--- src/rtl/alu_arbiter.sv ---
// Two-requester valid/ready arbiter in front of a shared external ALU.
// Optional grant counters are built when ALU_ARB_STATS_EN is defined.
module alu_arbiter #(
  parameter int PRIO_MODE = 0
) (
  input  logic        clk,
  input  logic        reset,
  input  logic        req0_valid,
  output logic        req0_ready,
  input  logic [31:0] req0_operandA,
  input  logic [31:0] req0_operandB,
  input  logic [2:0]  req0_command,
  input  logic        req1_valid,
  output logic        req1_ready,
  input  logic [31:0] req1_operandA,
  input  logic [31:0] req1_operandB,
  input  logic [2:0]  req1_command,
  output logic [31:0] alu_operandA,
  output logic [31:0] alu_operandB,
  output logic [2:0]  alu_command,
  input  logic [31:0] alu_result,
  input  logic        alu_carryout,
  input  logic        alu_zero,
  input  logic        alu_overflow,
  output logic        rsp_valid,
  input  logic        rsp_ready,
  output logic [31:0] rsp_result,
  output logic        rsp_carryout,
  output logic        rsp_zero,
  output logic        rsp_overflow,
  output logic        rsp_id
`ifdef ALU_ARB_STATS_EN
  ,
  input  logic        stats_clear,
  output logic [31:0] grant_count0,
  output logic [31:0] grant_count1
`endif
);

  logic        rsp_valid_q, rsp_valid_d;
  logic [31:0] rsp_result_q, rsp_result_d;
  logic        rsp_carry_q, rsp_carry_d;
  logic        rsp_zero_q, rsp_zero_d;
  logic        rsp_ovf_q, rsp_ovf_d;
  logic        rsp_id_q, rsp_id_d;
  logic        last_grant_q, last_grant_d;

  logic slot_free;
  logic any_valid;
  logic both_valid;
  logic grant;
  logic accept;

  assign slot_free  = ~rsp_valid_q | rsp_ready;
  assign any_valid  = req0_valid | req1_valid;
  assign both_valid = req0_valid & req1_valid;

  // On a tie, round-robin favours whoever did not win last time.
  always_comb begin
    grant = 1'b0;
    unique case (1'b1)
      both_valid:
        grant = (PRIO_MODE != 0) ? 1'b0 : ~last_grant_q;
      (req1_valid & ~req0_valid):
        grant = 1'b1;
      default:
        grant = 1'b0;
    endcase
  end

  assign accept     = slot_free & any_valid & ~reset;
  assign req0_ready = accept & ~grant & req0_valid;
  assign req1_ready = accept & grant & req1_valid;

  always_comb begin
    alu_operandA = '0;
    alu_operandB = '0;
    alu_command  = 3'b000;
    if (any_valid) begin
      if (grant) begin
        alu_operandA = req1_operandA;
        alu_operandB = req1_operandB;
        alu_command  = req1_command;
      end else begin
        alu_operandA = req0_operandA;
        alu_operandB = req0_operandB;
        alu_command  = req0_command;
      end
    end
  end

  always_comb begin
    rsp_valid_d  = rsp_valid_q;
    rsp_result_d = rsp_result_q;
    rsp_carry_d  = rsp_carry_q;
    rsp_zero_d   = rsp_zero_q;
    rsp_ovf_d    = rsp_ovf_q;
    rsp_id_d     = rsp_id_q;
    last_grant_d = last_grant_q;
    if (accept) begin
      rsp_valid_d  = 1'b1;
      rsp_result_d = alu_result;
      rsp_carry_d  = alu_carryout;
      rsp_zero_d   = alu_zero;
      rsp_ovf_d    = alu_overflow;
      rsp_id_d     = grant;
      last_grant_d = grant;
    end else if (rsp_ready) begin
      rsp_valid_d  = 1'b0;
    end
  end

  always_ff @(posedge clk) begin
    if (reset) begin
      rsp_valid_q  <= 1'b0;
      rsp_result_q <= '0;
      rsp_carry_q  <= 1'b0;
      rsp_zero_q   <= 1'b0;
      rsp_ovf_q    <= 1'b0;
      rsp_id_q     <= 1'b0;
      last_grant_q <= 1'b1;
    end else begin
      rsp_valid_q  <= rsp_valid_d;
      rsp_result_q <= rsp_result_d;
      rsp_carry_q  <= rsp_carry_d;
      rsp_zero_q   <= rsp_zero_d;
      rsp_ovf_q    <= rsp_ovf_d;
      rsp_id_q     <= rsp_id_d;
      last_grant_q <= last_grant_d;
    end
  end

  assign rsp_valid    = rsp_valid_q;
  assign rsp_result   = rsp_result_q;
  assign rsp_carryout = rsp_carry_q;
  assign rsp_zero     = rsp_zero_q;
  assign rsp_overflow = rsp_ovf_q;
  assign rsp_id       = rsp_id_q;

`ifdef ALU_ARB_STATS_EN
  logic [31:0] cnt0_q, cnt0_d;
  logic [31:0] cnt1_q, cnt1_d;

  // Clear wins over a same-cycle increment; counts saturate.
  always_comb begin
    cnt0_d = cnt0_q;
    cnt1_d = cnt1_q;
    if (stats_clear) begin
      cnt0_d = '0;
      cnt1_d = '0;
    end else begin
      if (req0_ready && cnt0_q != '1)
        cnt0_d = cnt0_q + 32'd1;
      if (req1_ready && cnt1_q != '1)
        cnt1_d = cnt1_q + 32'd1;
    end
  end

  always_ff @(posedge clk) begin
    if (reset) begin
      cnt0_q <= '0;
      cnt1_q <= '0;
    end else begin
      cnt0_q <= cnt0_d;
      cnt1_q <= cnt1_d;
    end
  end

  assign grant_count0 = cnt0_q;
  assign grant_count1 = cnt1_q;
`endif

endmodule
--- config.mk ---
export PLATFORM = sky130hd
export DESIGN_NAME = alu_arbiter
export DESIGN_NICKNAME = d
export VERILOG_FILES = /design/src/rtl/alu_arbiter.sv
export SDC_FILE = /design/constraint.sdc
export NUM_CORES = 1
export LEC_CHECK = 0
export ABC_CLOCK_PERIOD_IN_PS = 1800
export CAP_MARGIN = 20
export CORE_ASPECT_RATIO = 0.9
export CORE_MARGIN = 8
export CORE_UTILIZATION = 30
export DETAILED_ROUTE_END_ITERATION = 10
export PLACE_DENSITY_LB_ADDON = 0.12
export SETUP_SLACK_MARGIN = 0.4
export SLEW_MARGIN = 20
export SYNTH_ARGS = -nofsm -noshare
export SYNTH_HDL_FRONTEND = slang
export SYNTH_SLANG_ARGS = --single-unit
--- constraint.sdc ---
create_clock -name clk -period 1.8 [get_ports clk]
set_input_delay 0.27 -clock clk [delete_from_list [all_inputs] [get_ports clk]]
set_output_delay 0.27 -clock clk [all_outputs]
set_load 0.01 [all_outputs]
==> results.md, run 1 <==
- The worst setup margin is -0.0190 ns.
- The checks that failed: negative setup slack.
- The maximum clock insertion buffer count is 2.
- The required time of the critical path is 1.53 ns.
- Summed over all cells, the static leakage comes to 2.92 nW.
- Setup repair after global routing could not meet its margin everywhere.
- The final number of max-transition violations is 0.
- The die is 112 µm wide.
- The share of total power dissipated in the clock network is 0.237.
- The worst slew margin relative to its limit is 0.718.
- The clock tree from TritonCTS is built.
- The residual overflow from global routing is 0.
- The maximum fanout count along the critical path is 6.
- The top routing layer in use is met4.
- The critical setup path kind is reg -> out.
- Clock tree synthesis selected as its root buffer the cell sky130_fd_sc_hd__clkbuf_8.
- The core region is ~8100 µm².
- At the end of routability-driven placement, the weighted congestion stood at ~0.86.
- The number of hold-slack violations in the final timing report is 0.
- Dividing the synthesized area by the synthesized cell count gives 6.23 µm².
- The data arrival time of the critical path is between 1.5 and 2 ns.
- The sink count of the clock tree is 38.
- The number of CTS-inserted buffers is 5.
- The number of DRC markers in iteration 0 is roughly 220.
- In this run, placement finished with an instance count of 750.
- The final cell count without fillers is 778.
- Of the total power, combinational logic draws 0.458.
- The proportion of synthesized flip-flops having asynchronous set or reset is 0.
- Wire segments on met3 add up to about 1700 µm in the final route.
- Sorting the synthesized cells by how often they occur yields sky130_fd_sc_hd__nand2_1, sky130_fd_sc_hd__o21ai_0, sky130_fd_sc_hd__a21oi_1, sky130_fd_sc_hd__dfxtp_1, sky130_fd_sc_hd__nand3b_1.
- After clock tree synthesis, the clock-pin slew on the worst setup and hold paths is 0.08 ns.
- Yosys mapped a number of flops with a built-in enable equal to 0.
- The floorplan row count is 31.
- Summed over all instances, the cell type with the most area after synthesis is sky130_fd_sc_hd__dfxtp_1.
- The final setup violation count is 2.
- The most used flip-flop cell after synthesis is sky130_fd_sc_hd__dfxtp_1.
- The length of the first detailed-routing pass in iterations is 4.
- The share of total power in sequential cells is 0.305.
- The mean routed wirelength per cell is 20.2 µm.
- At the end of the flow, the number of nets in the layout was roughly 850.
- The full die area is 11500 µm².
- The run finished, with violations left.
- Synthesis produced a netlist with a net count of between 500 and 600.
- The max-capacitance violation count is 0.
- The number of global-route vias before repair is 3945.
- The transition at the pin with the smallest max-transition slack is approximately 0.42 ns.
- The net switching power of the design is 0.919 mW.
- The switching share of power is 0.304.
- In this run the power density over the cells is 519 nW/µm².
- In the finished design, the share of the clock period the worst path needs comes to 1.01.
- The number of warnings printed during yosys synthesis is 0.
- After detailed routing, the total wire length is 15700 µm.
- Synthesis instantiated 16 different standard cells from the library.
- Synthesis produced a netlist whose cell count is 399.
- In this run the number of H-tree levels came out at 2.
- Measured along the y axis, the die boundary spans ~100 µm.
- Timing would allow up to 550 MHz.
- The detailed router put a total of around 5600 µm of wire on met1.
- The number of port buffers is 279.
- Of the post-synthesis cell area, the dominant cell type holds 0.306.
- The final non-filler cell area is 5830 µm².
- The most repeated cell in the gate-level netlist after synthesis is sky130_fd_sc_hd__nand2_1.
- 0 antenna diodes ended up in the layout.
- The routed layout has 3954 vias.
- Sorting the synthesized cells by area gives the leading types as sky130_fd_sc_hd__dfxtp_1, sky130_fd_sc_hd__nand2_1, sky130_fd_sc_hd__o21ai_0, sky130_fd_sc_hd__nand3b_1, sky130_fd_sc_hd__a21oi_1.
- The path class of the tightest hold or removal check is reg -> reg.
- The filler cell count is 660.
- The routed via count divided by cell count is 5.08.
- For this run, design rule violations remaining after detail routing come to 0.
- The share of layout cells above drive strength 1 is 0.224.
- For this configuration, the core starts out at a cell density of 0.308.
- The kind of end point of the critical path is an output pin.
- The met2 routed wirelength is slightly below 8000 µm.
- The post-layout minimum cycle time is 1.82 ns.
- Compared with the post-synthesis result, the final layout area differs by 135%.
- The overall global routing resource usage is 0.247.
- The sequential cell area fraction in the yosys report is 0.306.
- After synthesis the cells add up to 2490 µm².
- The half-perimeter wire length after detailed placement is 11300 µm.
- The worst setup skew after layout is 0.00372 ns.
- The number of synthesized register bits is 38.
- The antenna violation net count after detailed routing is 0.
- After detailed placement, the total cell area comes to ~5400 µm².
- The number of antenna violations at the first check in global routing came to 0.
- The internal cell power is 2.11 mW.
- Entering global routing, the biggest net connects 73 pins.
- 280 I/O pins were placed.
- The worst setup path is launched from a flip-flop.
- The worst-case IR drop observed on VDD is 705 µV.
- The wire length of the first global-routing pass is 22400 µm.
- Clock latency on the worst-skew pair, taken at its later pin, is 0.28 ns.
==> kinds of logic (layout without fill, tap and decap cells) <==
| family | count (synthesis) | count (layout) | share of synthesized area |
|---|---|---|---|
| compound gates | 143 | 143 | 0.290 |
| buf+inv | 41 | 321 | 0.0744 |
| flops | 38 | 38 | 0.306 |
| simple gates | 177 | 177 | 0.329 |
==> final timing paths <==
path                               start                           to  slack, ns  cells after the start
max            last_grant_q$_SDFFE_PP1P_              alu_operandA[8]      -0.02                      7
min          rsp_result[28]$_SDFFE_PP0P_  rsp_result[28]$_SDFFE_PP0P_       0.47                      2
max reg2reg    last_grant_q$_SDFFE_PP1P_          rsp_id$_SDFFE_PP0P_       0.46                      7
min reg2reg  rsp_result[28]$_SDFFE_PP0P_  rsp_result[28]$_SDFFE_PP0P_       0.47                      2
==> power by group through the flow <==
stage | clock network (mW) | logic (mW) | registers [mW]
2_1_floorplan | 0 | 0.407 | 0.971
3_3_place_gp | 0 | 1.27 | 0.941
3_5_place_dp | 0 | 1.29 | 0.945
4_1_cts | 0.728 | 1.31 | 0.926
5_1_grt | 0.767 | 1.48 | 0.931
6_report | 0.716 | 1.39 | 0.924
==> critical path, cell delays in order (launching register included) <==
cell                        delay (ns)
sky130_fd_sc_hd__dfxtp_4          0.36
sky130_fd_sc_hd__a21boi_4         0.20
sky130_fd_sc_hd__buf_6            0.16
sky130_fd_sc_hd__buf_12           0.12
sky130_fd_sc_hd__clkbuf_16        0.15
sky130_fd_sc_hd__nand2_2          0.04
sky130_fd_sc_hd__o21ai_1          0.07
sky130_fd_sc_hd__buf_2            0.17
==> registers in the layout, indices dropped and copies added, names as in the netlist <==
register	count
last_grant_q	1
rsp_id	1
rsp_overflow	1
rsp_carryout	1
rsp_result	32
rsp_zero	1
rsp_valid	1
==> per-layer routing <==
layer | up-vias | global-route usage
li1 | 1907 | -
met1 | 1809 | 0.250
met2 | 192 | 0.442
met3 | 46 | 0.105
met4 | 0 | 0.113
met5 | - | 0
==> metrics by stage <==
step / power (mW) / setup TNS, ns / utilization / hold WS, ns / setup WS, ns
after floorplan: 1.38 / 0 / - / 0.430 / 0.414
final: 3.03 / -0.0206 / 0.723 / 0.474 / -0.0190
after detailed placement: 2.24 / -41.38 / 0.667 / 0.466 / -0.718
after CTS: 2.96 / 0 / 0.686 / 0.476 / 0.0419
after global routing: 3.18 / -0.622 / 0.723 / 0.487 / -0.0717
after global placement: 2.21 / -38.81 / 0.667 / 0.460 / -0.689
==> what timing repair did <==
item | 4_1_cts | 5_1_grt
gates cloned | 6 | 6
buffers inserted | 7 | 1
hold buffers | 0 | 0
gates resized for setup | 338 | 117
setup endpoints to repair | 142 | 140
pin swaps | 10 | 15
==> layout by cell type (no fill, tap or decap) <==
cell                                n
sky130_fd_sc_hd__a21oi_2            1
sky130_fd_sc_hd__o21ai_1           43
sky130_fd_sc_hd__a21oi_1           37
sky130_fd_sc_hd__clkbuf_16          5
sky130_fd_sc_hd__o21ai_0           42
sky130_fd_sc_hd__nand2_4            4
sky130_fd_sc_hd__clkbuf_1           2
sky130_fd_sc_hd__a21boi_4           1
sky130_fd_sc_hd__nor2b_1            1
sky130_fd_sc_hd__buf_12             6
sky130_fd_sc_hd__buf_4              8
sky130_fd_sc_hd__nor2_1             2
sky130_fd_sc_hd__nand2_2           12
sky130_fd_sc_hd__bufinv_16          1
sky130_fd_sc_hd__buf_16             6
sky130_fd_sc_hd__nor2b_4            1
sky130_fd_sc_hd__dlygate4sd2_1      3
sky130_fd_sc_hd__dlymetal6s2s_1    35
sky130_fd_sc_hd__buf_6             12
sky130_fd_sc_hd__nor2_4             1
sky130_fd_sc_hd__clkdlybuf4s15_1    1
sky130_fd_sc_hd__o21ai_4            3
sky130_fd_sc_hd__nand3b_1          36
sky130_fd_sc_hd__clkdlybuf4s50_1  170
sky130_fd_sc_hd__nor4b_2            1
sky130_fd_sc_hd__dfxtp_1           36
sky130_fd_sc_hd__dfxtp_4            1
sky130_fd_sc_hd__buf_2             67
sky130_fd_sc_hd__dfxtp_2            1
sky130_fd_sc_hd__clkbuf_8           5
sky130_fd_sc_hd__nand2_1          118
sky130_fd_sc_hd__o21ai_2           16
sky130_fd_sc_hd__nand2b_1           1
==> area by class of cell <==
| type | count | area (µm²) | area share |
|---|---|---|---|
| repair buffers | 313 | 3120 | 0.534 |
| multi-input cells | 320 | 1720 | 0.295 |
| flip-flops and latches | 38 | 766 | 0.131 |
| well taps | 99 | 124 | 0.0212 |
| clock buffers | 7 | 76.3 | 0.0131 |
| clock inverters | 1 | 30.0 | 0.00515 |
No activity file was read; power rests on OpenSTA's default activity.
==> run 2: changes to the inputs <==
ABC_CLOCK_PERIOD_IN_PS = 1770   (was 1800)
CORE_UTILIZATION = 28   (was 30)
clock period = 1.77 ns   (was 1.8 ns; I/O delays follow)
==> results.md, run 2 (synthesized netlist as in run 1, its figures left out) <==
- The largest stage delay on the critical path was 0.34 ns (-0.02 ns).
- Setup repair after global routing could not meet its margin everywhere.
- The mean routed wirelength per cell is 19.6 µm (-3.1%).
- The clock latency at the later pin of the worst-skew pair is 0.29 ns (about the same).
- The peak supply drop was 420 µV (-40%).
- The launching element type of the critical path is a flip-flop.
- The power after layout is 3.18 mW (+5.1%).
- The final setup violation count came to 16 (+14).
- The quantity of hold-fixing buffers added after cts is 0 (unchanged).
- For this run, the top clock speed supported by timing is between 500 and 600 MHz.
- TritonCTS built the clock tree.
- The number of port buffers is 279 (unchanged).
- The weighted congestion reported at the end of routability-driven placement is 0.994 (+15%).
- The number of hold-slack violations in the final timing report came to 0 (unchanged).
- The critical path capture point is alu_operandA[30].
- The worst slew margin relative to its limit was 0.747 (+0.0284).
- The most numerous cell on the critical path is sky130_fd_sc_hd__buf_12.
- The flop-to-flop setup slack is 0.55 ns (+0.09 ns).
- The share of layout cells above drive strength 1 is 0.298 (+0.0738).
- The routed via count divided by cell count came to 4.93 (-3.1%).
- The clock transition at the registers of the reported paths was 0.07 ns (about the same).
- The length of the first detailed-routing pass in iterations was 4 (unchanged).
- The final non-filler cell area is 6060 µm² (+3.9%).
- Dividing the final minimum period by the clock period gives 1.03.
- The final reports fail on negative setup slack.
- The power density normalized to cell area is 525 nW/µm² (+1.2%).
- The root buffer cell chosen for the clock tree is sky130_fd_sc_hd__clkbuf_8.
- The number of cells traversed by the worst register-to-register path is 6 (-1).
- The total number of cells along the worst setup path is 7 (unchanged).
- The leakage power summed over all cells is 2.70 nW (-7.5%).
- The DRC violation count after routing is 0 (unchanged).
- The floorplan row count is 32 (+3.2%).
- The vertical die dimension is 105 µm (+3.0%).
- The startpoint of the most critical setup path is last_grant_q$_SDFFE_PP1P_.
- The final-stage net count is 866 (+1.6%).
- The reg-to-reg critical path startpoint is last_grant_q$_SDFFE_PP1P_.
- The setup total negative slack is -0.302 ns (-0.281 ns).
- The final number of max-transition violations was 0 (unchanged).
- The starting utilization of the core area is 0.289 (-0.0194).
- The maximum clock insertion buffer count is 2 (unchanged).
- The count of boundary I/O pins is 280 (unchanged).
- The wire length of the first global-routing pass is 22100 µm (-1.4%).
- The post-place instance area came to 5530 µm² (+2.6%).
- The overall global routing resource usage came to 0.233 (-0.0143).
- The combined buffer and inverter count along the critical path is 4 (unchanged).
- The number of CTS-inserted buffers is 5 (unchanged).
- The terminus of the critical flop-to-flop path is rsp_id$_SDFFE_PP0P_.
- The transition at the pin with the smallest max-transition slack is 0.380 ns (-0.0426 ns).
- The data arrival time of the critical path came to 1.55 ns (about the same).
- The floorplan core area was 8610 µm² (+6.7%).
- The worst setup path is captured at an output pin.
- The number of global-route vias before repair came to 3848 (-2.5%).
- The final wirelength is 15900 µm (+0.97%).
- The filler cell count is 688 (+4.2%).
- The relative area change from synthesis to final layout is 144%.
- The smallest hold slack is 0.470 ns (-0.00363 ns).
- The largest individual stage delay along the critical path comes from the cell sky130_fd_sc_hd__dfxtp_2.
- Traced cell by cell, the critical path runs through a21boi_4 > buf_12 > buf_12 > clkbuf_16 > nand2_2 > o21ai_1 > buf_2.
- The number of DRC markers in iteration 0 was 197 (-11%).
- The required time of the critical path came to 1.50 ns (-0.03 ns).
- The run finished, with violations left.
- The sink count of the clock tree is 38 (unchanged).
- The critical setup path kind is reg -> out.
- The residual overflow from global routing was 0 (unchanged).
- The deepest level of the CTS H-tree was 2 (unchanged).
- The cell type group with the largest total delay on the critical path is buffers and inverters.
- The total inserted antenna cells is 0 (unchanged).
- The half-perimeter wire length after detailed placement was 11800 µm (+4.8%).
- The worst setup margin came to -0.0495 ns (-0.0304 ns).
- The number of antenna violations at the first check in global routing is 0 (unchanged).
- The full die area is 12200 µm² (+6.1%).
- The count of vias placed by the detailed router is 3996 (+1.1%).
- The antenna violation net count after detailed routing is 0 (unchanged).
- The maximum fanout count along the critical path is 7 (+1).
- The largest net degree at the start of global routing is 73 (unchanged).
- The overall die width is 115 µm (+3.0%).
- The post-layout minimum cycle time is between 1.5 and 2 ns.
- The top cell types in the final layout, fill and taps aside, are sky130_fd_sc_hd__clkdlybuf4s50_1, sky130_fd_sc_hd__nand2_1, sky130_fd_sc_hd__buf_2.
- The worst setup skew after layout is 0.00336 ns (-0.000355 ns).
- The flip-flop count of the largest register, all copies and words added is 32 (unchanged).
- Leaving out fill and tap cells, the most frequent cell in the layout is sky130_fd_sc_hd__clkdlybuf4s50_1.
- The max-capacitance violation count is 0 (unchanged).
- The path category of the worst min-delay check is reg -> reg.
[run 2: timing repair]
action                                  4_1_cts  5_1_grt
cloned                                        3        6
buffers inserted                              7        4
endpoints found under the setup margin      143      104
hold endpoints to repair                      0        0
pin swaps                                    12       36
resized for setup                           377      120
[run 2: cell type report]
| class | count | area, µm² | share of cell area |
|---|---|---|---|
| clock buffers | 6 | 82.6 | 0.0136 |
| clock inverters | 1 | 30.0 | 0.00496 |
| multi-input cells | 320 | 1880 | 0.310 |
| flip-flops and latches | 38 | 762 | 0.126 |
| well taps | 119 | 149 | 0.0246 |
| repair buffers | 327 | 3150 | 0.521 |
[run 2: metrics by stage]
step                cells  setup slack, ns  utilization
floorplan             399            0.400            -
global placement      784           -0.518        0.642
detailed placement    784           -0.581        0.642
CTS                   801           0.0291        0.639
global route          811           -0.112        0.704
finish                811          -0.0495        0.704
[run 2: per-layer routing]
metal,routed length (µm),share of wire,global-route usage
met2,8000,0.50,0.410
met1,5720,0.36,0.236
met4,550,0.035,0.0956
met3,1620,0.10,0.100
met5,0,0,0
[run 2: worst min path at each step]
| stage | from | to | slack, ns | depth (start not counted) |
|---|---|---|---|---|
| floorplan | alu_result[8] | rsp_result[8]$_SDFFE_PP0P_ | 0.43 | 2 |
| global placement | rsp_result[28]$_SDFFE_PP0P_ | rsp_result[28]$_SDFFE_PP0P_ | 0.46 | 2 |
| detailed placement | rsp_result[5]$_SDFFE_PP0P_ | rsp_result[5]$_SDFFE_PP0P_ | 0.47 | 2 |
| CTS | rsp_result[18]$_SDFFE_PP0P_ | rsp_result[18]$_SDFFE_PP0P_ | 0.47 | 2 |
| global route | rsp_result[12]$_SDFFE_PP0P_ | rsp_result[12]$_SDFFE_PP0P_ | 0.50 | 2 |
| finish | rsp_result[11]$_SDFFE_PP0P_ | rsp_result[11]$_SDFFE_PP0P_ | 0.47 | 2 |
[run 2: where the power goes]
part	internal [mW]	total [mW]	switching (mW)
Clock	0.451	0.755	0.304
Sequential	0.914	0.938	0.0235
Combinational	0.840	1.49	0.646
Total	2.21	3.18	0.974
[run 2: tightest hold or removal path: stages (launching register included)]
cell and delay, ns:
sky130_fd_sc_hd__dfxtp_1 0.31, sky130_fd_sc_hd__o21ai_0 0.06, sky130_fd_sc_hd__a21oi_1 0.06
==> run 3: changes to the inputs <==
CTS_BUF_LIST = sky130_fd_sc_hd__clkbuf_16   (was not set)
==> results.md, run 3 (synthesized netlist as in run 1, its figures left out) <==
- The worst setup margin is -0.0367 ns (+0.0128 ns).
- The smallest hold slack is 0.468 ns (-0.00223 ns).
- In the layout the commonest cells are sky130_fd_sc_hd__clkdlybuf4s50_1, sky130_fd_sc_hd__nand2_1, sky130_fd_sc_hd__buf_2.
- The worst setup path is captured at an output pin.
- The part of the power in combinational logic was 0.435 (-0.032).
- The net switching power of the design is 1.00 mW (+3.1%).
- The maximum clock insertion buffer count is 2 (unchanged).
- The starting utilization of the core area was 0.289 (unchanged).
- The total inserted antenna cells came to 0 (unchanged).
- The required time of the critical path was 1.50 ns (about the same).
- The wire length of the first global-routing pass is 22200 µm (+0.65%).
- The final setup violation count came to 8 (-8).
- The antenna violation net count after detailed routing came to 0 (unchanged).
- The mean routed wirelength per cell is 19.6 µm (+0.19%).
- The half-perimeter wire length after detailed placement is 11800 µm (unchanged).
- The weighted congestion reported at the end of routability-driven placement is 0.994 (unchanged).
- The top achievable clock speed is 554 MHz (+0.71%).
- The post-place instance area is 5530 µm² (unchanged).
- The final non-filler cell area is 6100 µm² (+0.62%).
- The clock tree root driver cell is sky130_fd_sc_hd__clkbuf_16.
- The final cell count without fillers was 811 (unchanged).
- The quantity of hold-fixing buffers added after cts is 0 (unchanged).
- The sink count of the clock tree is 38 (unchanged).
- The maximum fanout count along the critical path came to 7 (unchanged).
- The worst slew margin relative to its limit is 0.748 (+0.00127).
- The number of DRC markers in iteration 0 is 197 (unchanged).
- The largest net degree at the start of global routing is 73 (unchanged).
- The worst setup skew after layout is 0.00142 ns (-0.00194 ns).
- The max-capacitance violation count came to 0 (unchanged).
- The vertical die dimension was 105 µm (unchanged).
- The switching share of power is 0.294 (-0.0119).
- The flip-flop count of the largest register, all copies and words added is 32 (unchanged).
- The count of boundary I/O pins came to 280 (unchanged).
- The peak supply drop is 519 µV (+24%).
- The post-layout minimum cycle time was 1.81 ns (-0.0128 ns).
- The share of total power in sequential cells was 0.276 (-0.019).
- The DRC violation count after routing is 0 (unchanged).
- The final-stage net count is 866 (unchanged).
- The flow ran to the end, but the final reports show violations.
- The count of vias placed by the detailed router is 3983 (-0.33%).
- The final wirelength is 15900 µm (+0.19%).
- The filler cell count is 686 (-0.29%).
- The clock latency at the later pin of the worst-skew pair was 0.28 ns (about the same).
- The power density normalized to cell area is 559 nW/µm² (+6.6%).
- The overall die width is 115 µm (unchanged).
- The length of the first detailed-routing pass in iterations is 4 (unchanged).
- The full die area is 12200 µm² (unchanged).
- The residual overflow from global routing came to 0 (unchanged).
- The placed cell count is 784 (unchanged).
- The transition at the pin with the smallest max-transition slack was 0.378 ns (-0.00190 ns).
- The overall global routing resource usage was 0.235 (+0.00213).
- The number of hold-slack violations in the final timing report is 0 (unchanged).
- The number of global-route vias before repair is 3854 (+0.16%).
- The power after layout was 3.41 mW (+7.3%).
- Relative to the synthesized area, the layout overhead comes to 145%.
- The setup total negative slack came to -0.175 ns (+0.127 ns).
- The floorplan core area is 8610 µm² (unchanged).
- The routed via count divided by cell count is 4.91 (-0.33%).
- The number of antenna violations at the first check in global routing is 0 (unchanged).
- The clock transition at the registers of the reported paths was 0.06 ns (about the same).
- Setup repair after global routing could not meet its margin everywhere.
- The number of CTS-inserted buffers was 5 (unchanged).
- The floorplan row count came to 32 (unchanged).
- The deepest level of the CTS H-tree is 2 (unchanged).
- The leakage power summed over all cells was 2.72 nW (+0.66%).
- The critical setup path kind is reg -> out.
- The final number of max-transition violations is 0 (unchanged).
- The share of layout cells above drive strength 1 was 0.295 (-0.00289).
- TritonCTS built the clock tree.
- The most common cell after layout, fill and taps aside is sky130_fd_sc_hd__clkdlybuf4s50_1.
- The path category of the worst min-delay check is reg -> reg.
- The checks that failed: negative setup slack.
- The number of port buffers was 279 (unchanged).
- The clock group share of total power is 0.290 (+0.052).
- The worst setup path is launched from a flip-flop.
- The internal cell power came to 2.41 mW (+9.1%).
- The share of the clock period used by the worst path after layout is 1.02 (-0.00723).
- The data arrival time of the critical path came to 1.54 ns (about the same).
[run 3: changes by cell type in the layout (fill, tap and decap cells not counted), sizes merged]
| cell | before | now |
|---|---|---|
| clkdlybuf4s15 | 0 | 1 |
| dlygate4sd2 | 38 | 37 |
| clkbuf | 12 | 11 |
| clkinv | 0 | 1 |
[run 3: path summary, 6_finish.rpt]
| kind | startpoint | end | slack [ns] | cells after the start |
|---|---|---|---|---|
| worst max-delay path | last_grant_q$_SDFFE_PP1P_ | alu_operandA[30] | -0.04 | 7 |
| worst min-delay path | rsp_result[22]$_SDFFE_PP0P_ | rsp_result[22]$_SDFFE_PP0P_ | 0.47 | 2 |
| worst max register to register | last_grant_q$_SDFFE_PP1P_ | rsp_id$_SDFFE_PP0P_ | 0.55 | 6 |
| worst min register to register | rsp_result[22]$_SDFFE_PP0P_ | rsp_result[22]$_SDFFE_PP0P_ | 0.47 | 2 |
[run 3: final cells by class]
| type | count | area (µm²) | area share |
|---|---|---|---|
| Clock buffer | 5 | 125 | 0.0205 |
| Clock inverter | 2 | 33.8 | 0.00554 |
| Multi-Input combinational cell | 320 | 1870 | 0.307 |
| Sequential cell | 38 | 762 | 0.125 |
| Tap cell | 119 | 149 | 0.0244 |
| Timing Repair Buffer | 327 | 3160 | 0.518 |
[run 3: power by group through the flow]
stage	clock, mW	combinational, mW	sequential, mW
after floorplan	0	0.420	0.987
after global placement	0	1.35	0.957
after detailed placement	0	1.36	0.960
after CTS	1.01	1.29	0.940
after global routing	1.04	1.59	0.946
final	0.988	1.48	0.940
[run 3: layer usage]
| metal | wire length, µm | track usage | share of wire |
|---|---|---|---|
| met1 | 5700 | 0.239 | 0.36 |
| met2 | 8040 | 0.410 | 0.50 |
| met3 | 1640 | 0.100 | 0.10 |
| met4 | 560 | 0.101 | 0.035 |
| met5 | 0 | 0 | 0 |
[run 3: timing repair]
action / CTS / global route
resized for setup: 378 / 118
cloned: 3 / 6
buffers inserted: 7 / 4
setup endpoints to repair: 143 / 106
pin swaps: 12 / 36
[run 3: through the flow]
step / worst slack (ns) / util
floorplan: 0.400 / -
global placement: -0.518 / 0.642
detailed placement: -0.581 / 0.642
CTS: 0.0483 / 0.644
global route: -0.100 / 0.708
finish: -0.0367 / 0.708
[run 3: worst max-delay path: stages (launching register included)]
cell and delay [ns]:
sky130_fd_sc_hd__dfxtp_2 0.33, sky130_fd_sc_hd__a21boi_4 0.18, sky130_fd_sc_hd__buf_12 0.16, sky130_fd_sc_hd__buf_12 0.15
sky130_fd_sc_hd__clkbuf_16 0.15, sky130_fd_sc_hd__nand2_2 0.05, sky130_fd_sc_hd__o21ai_1 0.07, sky130_fd_sc_hd__buf_2 0.16
